### src/rtl/obi_to_apb_xbar_bridge.sv
`default_nettype none
// ============================================================================
// Module   : obi_to_apb_xbar_bridge
// Brief    : OBI subordinate to N-port APB4 manager, region-decoded, with
//            decode-miss errors and a PREADY timeout abort.
// Revision : 1.0  initial release
// ============================================================================
module obi_to_apb_xbar_bridge #(
  parameter int                       ADDR_W   = 32,
  parameter int                       DATA_W   = 32,
  parameter int                       N_SUB    = 4,
  parameter logic [N_SUB*ADDR_W-1:0]  SUB_BASE = '0,
  parameter logic [N_SUB*ADDR_W-1:0]  SUB_MASK = '0,
  parameter int                       TIMEOUT  = 255
) (
  input  logic                      clk_i,
  input  logic                      rst_i,
  input  logic                      obi_req_i,
  output logic                      obi_gnt_o,
  input  logic [ADDR_W-1:0]         obi_addr_i,
  input  logic                      obi_we_i,
  input  logic [DATA_W/8-1:0]       obi_be_i,
  input  logic [DATA_W-1:0]         obi_wdata_i,
  output logic                      obi_rvalid_o,
  output logic [DATA_W-1:0]         obi_rdata_o,
  output logic                      obi_err_o,
  output logic [ADDR_W-1:0]         apb_paddr_o,
  output logic [N_SUB-1:0]          apb_psel_o,
  output logic                      apb_penable_o,
  output logic                      apb_pwrite_o,
  output logic [DATA_W-1:0]         apb_pwdata_o,
  output logic [DATA_W/8-1:0]       apb_pstrb_o,
  output logic [2:0]                apb_pprot_o,
  input  logic [N_SUB*DATA_W-1:0]   apb_prdata_i,
  input  logic [N_SUB-1:0]          apb_pready_i,
  input  logic [N_SUB-1:0]          apb_pslverr_i,
  output logic                      timeout_o
);

  localparam int                c_BE_W    = DATA_W / 8;
  localparam int                c_SEL_W   = (N_SUB > 1) ? $clog2(N_SUB) : 1;
  localparam int                c_CNT_W   = (TIMEOUT > 1) ? $clog2(TIMEOUT) : 1;
  localparam bit                c_TO_EN   = (TIMEOUT != 0);
  localparam logic [c_CNT_W-1:0] c_TO_LAST = c_CNT_W'(TIMEOUT - 1);
  localparam logic [2:0]        c_PPROT   = 3'b010;

  typedef enum logic [1:0] {
    S_IDLE   = 2'd0,
    S_SETUP  = 2'd1,
    S_ACCESS = 2'd2,
    S_RESP   = 2'd3
  } state_t;

  state_t               r_state;
  logic [ADDR_W-1:0]    r_addr;
  logic                 r_we;
  logic [c_BE_W-1:0]    r_be;
  logic [DATA_W-1:0]    r_wdata;
  logic [c_SEL_W-1:0]   r_sel;
  logic [DATA_W-1:0]    r_rdata;
  logic                 r_err;
  logic                 r_timeout;
  logic [c_CNT_W-1:0]   r_cnt;

  logic                 w_accept;
  logic                 w_dec_hit;
  logic [c_SEL_W-1:0]   w_dec_idx;
  logic                 w_apb_active;
  logic                 w_pready;
  logic                 w_pslverr;
  logic [DATA_W-1:0]    w_prdata;

  // Scanning downward lets the lowest matching region overwrite higher ones.
  always_comb begin
    w_dec_hit = 1'b0;
    w_dec_idx = '0;
    for (int i = N_SUB - 1; i >= 0; i--) begin
      if ((obi_addr_i & SUB_MASK[i*ADDR_W +: ADDR_W]) == SUB_BASE[i*ADDR_W +: ADDR_W]) begin
        w_dec_hit = 1'b1;
        w_dec_idx = c_SEL_W'(i);
      end
    end
  end

  assign obi_gnt_o    = obi_req_i && !rst_i && ((r_state == S_IDLE) || (r_state == S_RESP));
  assign w_accept     = obi_gnt_o;
  assign w_apb_active = (r_state == S_SETUP) || (r_state == S_ACCESS);

  assign w_pready  = apb_pready_i[r_sel];
  assign w_pslverr = apb_pslverr_i[r_sel];
  assign w_prdata  = apb_prdata_i[r_sel*DATA_W +: DATA_W];

  always_ff @(posedge clk_i) begin
    if (rst_i) begin
      r_state   <= S_IDLE;
      r_addr    <= '0;
      r_we      <= 1'b0;
      r_be      <= '0;
      r_wdata   <= '0;
      r_sel     <= '0;
      r_rdata   <= '0;
      r_err     <= 1'b0;
      r_timeout <= 1'b0;
      r_cnt     <= '0;
    end else begin
      r_timeout <= 1'b0;
      case (r_state)
        S_IDLE, S_RESP: begin
          if (w_accept) begin
            r_addr  <= obi_addr_i;
            r_we    <= obi_we_i;
            r_be    <= obi_be_i;
            r_wdata <= obi_wdata_i;
            r_sel   <= w_dec_idx;
            if (w_dec_hit) begin
              r_state <= S_SETUP;
            end else begin
              r_state <= S_RESP;
              r_err   <= 1'b1;
              r_rdata <= '0;
            end
          end else begin
            r_state <= S_IDLE;
          end
        end
        S_SETUP: begin
          r_cnt   <= '0;
          r_state <= S_ACCESS;
        end
        S_ACCESS: begin
          if (w_pready) begin
            r_rdata <= r_we ? '0 : w_prdata;
            r_err   <= w_pslverr;
            r_cnt   <= '0;
            r_state <= S_RESP;
          end else if (c_TO_EN && (r_cnt == c_TO_LAST)) begin
            r_rdata   <= '0;
            r_err     <= 1'b1;
            r_timeout <= 1'b1;
            r_cnt     <= '0;
            r_state   <= S_RESP;
          end else if (c_TO_EN) begin
            r_cnt <= r_cnt + 1'b1;
          end
        end
        default: r_state <= S_IDLE;
      endcase
    end
  end

  generate
    for (genvar g = 0; g < N_SUB; g++) begin : g_psel
      assign apb_psel_o[g] = w_apb_active && (r_sel == c_SEL_W'(g));
    end
  endgenerate

  assign apb_penable_o = (r_state == S_ACCESS);
  assign apb_paddr_o   = r_addr;
  assign apb_pwrite_o  = r_we;
  assign apb_pwdata_o  = r_wdata;
  assign apb_pstrb_o   = r_we ? r_be : '0;
  assign apb_pprot_o   = c_PPROT;

  assign obi_rvalid_o  = (r_state == S_RESP);
  assign obi_rdata_o   = r_rdata;
  assign obi_err_o     = r_err;
  assign timeout_o     = r_timeout;

endmodule
`default_nettype wire

### config.mk
export PLATFORM = sky130hd
export DESIGN_NAME = obi_to_apb_xbar_bridge
export DESIGN_NICKNAME = d
export VERILOG_FILES = /design/src/rtl/obi_to_apb_xbar_bridge.sv
export SDC_FILE = /design/constraint.sdc
export NUM_CORES = 1
export LEC_CHECK = 0
export CORE_AREA = 5 5 123 125
export DETAILED_ROUTE_END_ITERATION = 10
export DIE_AREA = 0 0 128 130
export PLACE_DENSITY = 0.89
export SLEW_MARGIN = 0
export SYNTH_ARGS = -nofsm -noshare
export SYNTH_HDL_FRONTEND = slang
export SYNTH_SLANG_ARGS = --single-unit
### constraint.sdc
create_clock -name clk_i -period 3.2 [get_ports clk_i]
set_input_delay 0.32 -clock clk_i [delete_from_list [all_inputs] [get_ports clk_i]]
set_output_delay 0.32 -clock clk_i [all_outputs]
set_load 0.005 [all_outputs]
==> results of run 1 <==
[area by class of cell]
class	count	area (sq um)	area share
Clock buffer	24	492	0.0671
Clock inverter	6	80.1	0.0109
Inverter	4	15.0	0.00205
Multi-Input combinational cell	361	2080	0.284
Sequential cell	113	2260	0.309
Tap cell	180	225	0.0308
Timing Repair Buffer	217	2170	0.296
[worst paths after layout]
path / startpoint / to / slack, ns / cells after the start
worst max-delay path: r_state[0] / obi_gnt_o / 0.82 / 5
worst max register to register: r_state[0] / apb_paddr_o[20] / 1.25 / 6
worst min register to register: obi_err_o / obi_err_o / 0.45 / 2
worst min-delay path: obi_err_o / obi_err_o / 0.45 / 2
[power by group through the flow]
stage | Sequential (mW) | Combinational, mW | Clock [mW]
final | 1.65 | 0.837 | 1.82
after global routing | 1.67 | 0.921 | 1.95
after CTS | 1.65 | 0.854 | 1.87
after detailed placement | 1.68 | 0.847 | 0
after global placement | 1.67 | 0.834 | 0
after floorplan | 1.68 | 0.349 | 0
[registers in the layout (all words and copies together), names as in the netlist]
name	count
timeout_o	1
apb_pwdata_o	32
apb_paddr_o	32
obi_rdata_o	32
r_cnt	8
obi_err_o	1
r_state	2
r_be	4
apb_pwrite_o	1
[synthesized netlist by cell type (2+ instances only)]
master / instances
conb_1: 2
inv_1: 4
buf_2: 18
nor2_1: 12
clkbuf_1: 12
xor2_1: 4
and2_1: 4
o21ai_0: 24
o21ai_1: 45
nand2b_1: 102
nor2_2: 2
mux2i_1: 34
nand2_1: 106
buf_4: 7
buf_6: 3
dfxtp_1: 113
ha_1: 4
xnor2_1: 3
[critical path, stage by stage, from the launching register on]
cell	delay, ns
dfxtp_1	0.34
inv_1	0.06
ha_1	0.44
nand2_1	0.14
nor2_4	0.13
clkdlybuf4s50_1	0.55
[metal layers]
| layer | vias up | wire [microns] | GRT usage |
|---|---|---|---|
| li1 | 2032 | - | - |
| met2 | 165 | 5600 | 0.235 |
| met3 | 17 | 1400 | 0.0733 |
| met4 | 0 | 247 | 0.0605 |
| met5 | - | 0 | 0 |
| met1 | 1784 | 5250 | 0.175 |
[cell families after synthesis]
logic type	Yosys count	synth area share
simple gates	235	0.261
flops	113	0.496
compound gates	75	0.0889
buf+inv	45	0.0527
mux	34	0.0747
xor+xnor	7	0.0135
fa+ha+maj	4	0.0110
other cells	2	0.00165
[through the flow]
stage,worst slack [ns],cells,utilization
global placement,1.24,875,0.490
finish,0.822,905,0.532
CTS,0.766,905,0.532
detailed placement,1.20,875,0.490
floorplan,1.54,519,-
global route,0.712,905,0.532
[cells in the final DEF (no fill, tap or decap), types with 2 or more instances in the layout]
cell type | synthesis | layout
o21ai_1 | 45 | 45
bufinv_16 | 0 | 2
clkbuf_16 | 0 | 17
clkbuf_1 | 12 | 3
clkdlybuf4s50_1 | 0 | 211
ha_1 | 4 | 4
nand2b_1 | 102 | 102
inv_1 | 4 | 4
nand2_1 | 106 | 106
xnor2_1 | 3 | 3
buf_4 | 7 | 4
conb_1 | 2 | 6
clkbuf_8 | 0 | 4
clkinv_2 | 0 | 4
mux2i_1 | 34 | 34
dfxtp_1 | 113 | 113
o21ai_0 | 24 | 24
nor2_1 | 12 | 12
and2_1 | 4 | 4
xor2_1 | 4 | 4
==> impl_metrics.yaml, run 1 <==
power_and_ir_drop:
  seqPwrFrac: 0.383
  p_comb_frac: 0.194
  p_int_mw: 3.27
  power.leakage_nw: 2.86
  switching_share: 0.241
  clkPwrFrac: 0.423
  power_density_mw_per_mm2: 589
  switching_power_mw: 1.04
  ir_drop_mv: 0.390
  p_total_mw: 4.31
worst_setup_path:
  startpoint_type: "register"
  crit_arrival_ns: 2.06
  crit_required_ns: 2.88
  endpoint_kind: "output pin"
  worst-setup-path-type: "register to output pin"
  cp_max_fo: 9
floorplanning:
  coreArea_sq_mm: 0.0138
  dieArea_sq_mm: 0.0166
  row_count: 43
  start_util: 0.331
  die_x_microns: 128
  io_pins: 321
  die_h_microns: 130
cts:
  cts_num_sinks: 113
  cts_setup_buffers: 0
  cts_root_buffer: "clkbuf_16"
  cts_tree: "built"
  cts.repair.resized: 0
  hold_buffers: 0
  cts_buffers: 17
  clk_path_buf_depth: 2
  clk_pin_slew_ns: 0.05
  h-tree-depth: 4
  clk_latency_ns: 0.40
sta:
  rsz0062_at_grt: "false"
  min_period_over_period: 0.743
  hold_viol_final: 0
  maxSlewHeadroom: 0.623
  min_period_ns: 2.38
  fmax_mhz: 420
  skew_ns: 0.00388
  finalSetupViolations: 0
  whs_ns: 0.451
  finalSetupTns_ns: 0
  drv_slew: 0
  worstMarginPinSlew_ns: 0.566
routing:
  first_pass_iters: 4
  ant_nets: 0
  wl_microns: 12500
  wl_per_cell_microns: 13.8
  via_per_inst: 4.42
  drt-initial-drc-count: 162
  vias: 3998
  drcViolationCount: 0
finish:
  diodes: 0
  synthToLayoutAreaGrowth_pct: 60.7
  drive_gt1_frac: 0.0552
  final_cell_area_sq_mm: 0.00732
  fillers: 1244
  finalNetCount: 926
logic_synthesis:
  synthArstFlopShare: 0
  yosysSeqAreaShare: 0.496
  ys_ff_latch: 113
  yosysUniqueCellTypes: 34
  synth_edf_count: 0
  ys_warn_count: 0
  synth_area_leaders: "dfxtp_1 (50%), nand2b_1 (14%), nand2_1 (8.7%)"
  synth_top_area_frac: 0.496
  synth_flop_cell: "dfxtp_1"
  yosysTopAreaCell: "dfxtp_1"
  syn_avg_cell_area_sq_um: 8.85
  syn-cell-area_sq_mm: 0.00456
  synthCells: 515
placement:
  dp_hpwl_microns: 8840
  portBuffers: 212
  routabilityCongestion: 0.761
  placed_cell_area_sq_mm: 0.00675
global_routing:
  grt_pass1_vias: 4069
  grt_max_degree: 140
  grt_pass1_wl_microns: 19900
  antenna_found_initial: 0
  grt-ovfl-total: 0
  grt_use_total: 0.149
job:
  cap_violations: 0
hold_path:
  hold_path_class: "register to register"
status:
  outcome: "complete, no violations"
Note: power is estimated with default switching activity, not from simulation.
==> run 2, diff against run 1 <==
CORE_AREA = not set   (was 5 5 123 125)
CORE_MARGIN = 5   (was not set)
CORE_UTILIZATION = 35   (was not set)
DIE_AREA = not set   (was 0 0 128 130)
PLACE_DENSITY = 0.93   (was 0.89)
clock period = 2.34 ns   (was 3.2 ns; I/O delays follow)
==> impl_metrics.yaml, run 2 (synthesis gave the netlist of run 1 again) <==
routing:
  ant_nets: 0
  wl_per_cell_microns: 14.2
  wl_met1_microns: 5020
  met3_length_microns: 1770
  routed.top_layer: "met4"
  vias: 4021
  drcViolationCount: 0
  wl_met2_microns: 5770
  drt-initial-drc-count: 137
  via_per_inst: 4.48
  first_pass_iters: 4
  wl_microns: 12800
floorplanning:
  start_util: 0.360
  dieArea_sq_mm: 0.0154
  coreArea_sq_mm: 0.0127
  die_x_microns: 124
  io_pins: 321
  die_h_microns: 124
  row_count: 41
status:
  outcome: "complete, no violations"
sta:
  rsz0062_at_grt: "false"
  final.setup.worst_slack_ns: 0.101
  drv_slew: 0
  min_period_over_period: 0.957
  finalSetupTns_ns: 0
  whs_ns: 0.366
  skew_ns: 0.00992
  worstMarginPinSlew_ns: 0.514
  hold_viol_final: 0
  finalSetupViolations: 0
  maxSlewHeadroom: 0.657
  fmax_mhz: 447
  min_period_ns: 2.24
placement:
  dp_slack_ns: 0.445
  portBuffers: 212
  dp_hpwl_microns: 9240
  routabilityCongestion: 0.745
cts:
  cts_num_sinks: 113
  h-tree-depth: 4
  clk_pin_slew_ns: 0.05
  cts_tree: "built"
  cts.repair.resized: 1
  clk_latency_ns: 0.41
  hold_buffers: 0
  cts_root_buffer: "clkbuf_16"
  clk_path_buf_depth: 2
  cts_buffers: 17
  cts_setup_buffers: 0
worst_setup_path:
  endpoint_kind: "output pin"
  cp_max_fo: 9
  crit_required_ns: 2.11
  worst-setup-path-type: "register to output pin"
  startpoint_type: "register"
  crit_arrival_ns: 2.00
power_and_ir_drop:
  power.leakage_nw: 2.89
  power_density_mw_per_mm2: 819
  ir_drop_mv: 0.566
global_routing:
  grt_pass1_wl_microns: 19200
  antenna_found_initial: 0
  grt_pass1_vias: 3855
  grt_max_degree: 80
  grt-ovfl-total: 0
  grt_use_total: 0.162
hold_path:
  hold_path_class: "primary input to register"
finish:
  fillers: 1067
  final_cell_mix: "clkdlybuf4s50_1 (211), dfxtp_1 (113), nand2_1 (106)"
  diodes: 0
  multi_input_area_sq_mm: 0.00208
  seq_area_sq_mm: 0.00226
  final_common_cell: "clkdlybuf4s50_1"
  drive_gt1_frac: 0.0593
  finalNetCount: 928
  synthToLayoutAreaGrowth_pct: 61.7
job:
  cap_violations: 0
## run 2: final timing paths
path,from,end,slack (ns),depth (start not counted)
worst max-delay path,r_state[0],obi_gnt_o,0.10,5
worst min-delay path,obi_wdata_i[25],apb_pwdata_o[25],0.37,3
worst max register to register,r_state[0],r_state[0],0.57,7
worst min register to register,r_be[0],r_be[0],0.46,2
## run 2: worst max-delay path, cell delays in order (launching register included)
cell	delay [ns]
dfxtp_1	0.33
inv_1	0.06
ha_2	0.41
nand2_1	0.11
nor2_4	0.16
clkdlybuf4s50_1	0.53
## run 2: per-layer routing
metal / track usage / vias up
met5: 0 / -
met4: 0.0630 / 0
met3: 0.0949 / 16
met2: 0.259 / 164
met1: 0.177 / 1810
li1: - / 2031
## run 2: metrics by stage
step | instance area, sq um | std cells | total power [mW] | util
after floorplan | 4570 | 519 | 2.78 | -
after global placement | 6770 | 869 | 3.43 | 0.534
after detailed placement | 6770 | 869 | 3.47 | 0.534
after CTS | 7370 | 897 | 6.12 | 0.582
after global routing | 7370 | 897 | 6.33 | 0.582
final | 7370 | 897 | 6.04 | 0.582
## run 2: cell type report
cell class	instances	share of cell area
clock inverter	5	0.0139
inverter	4	0.00204
tap	172	0.0292
timing repair buffer	219	0.298
multi-input combinational	361	0.283
sequential	113	0.307
clock buffer	23	0.0675
## run 2: report_power, final
part	leakage (nW)	internal (mW)	switching, mW
registers	0.924	2.14	0.122
logic	1.67	0.690	0.471
clock network	0.293	1.79	0.826
total	2.89	4.62	1.42
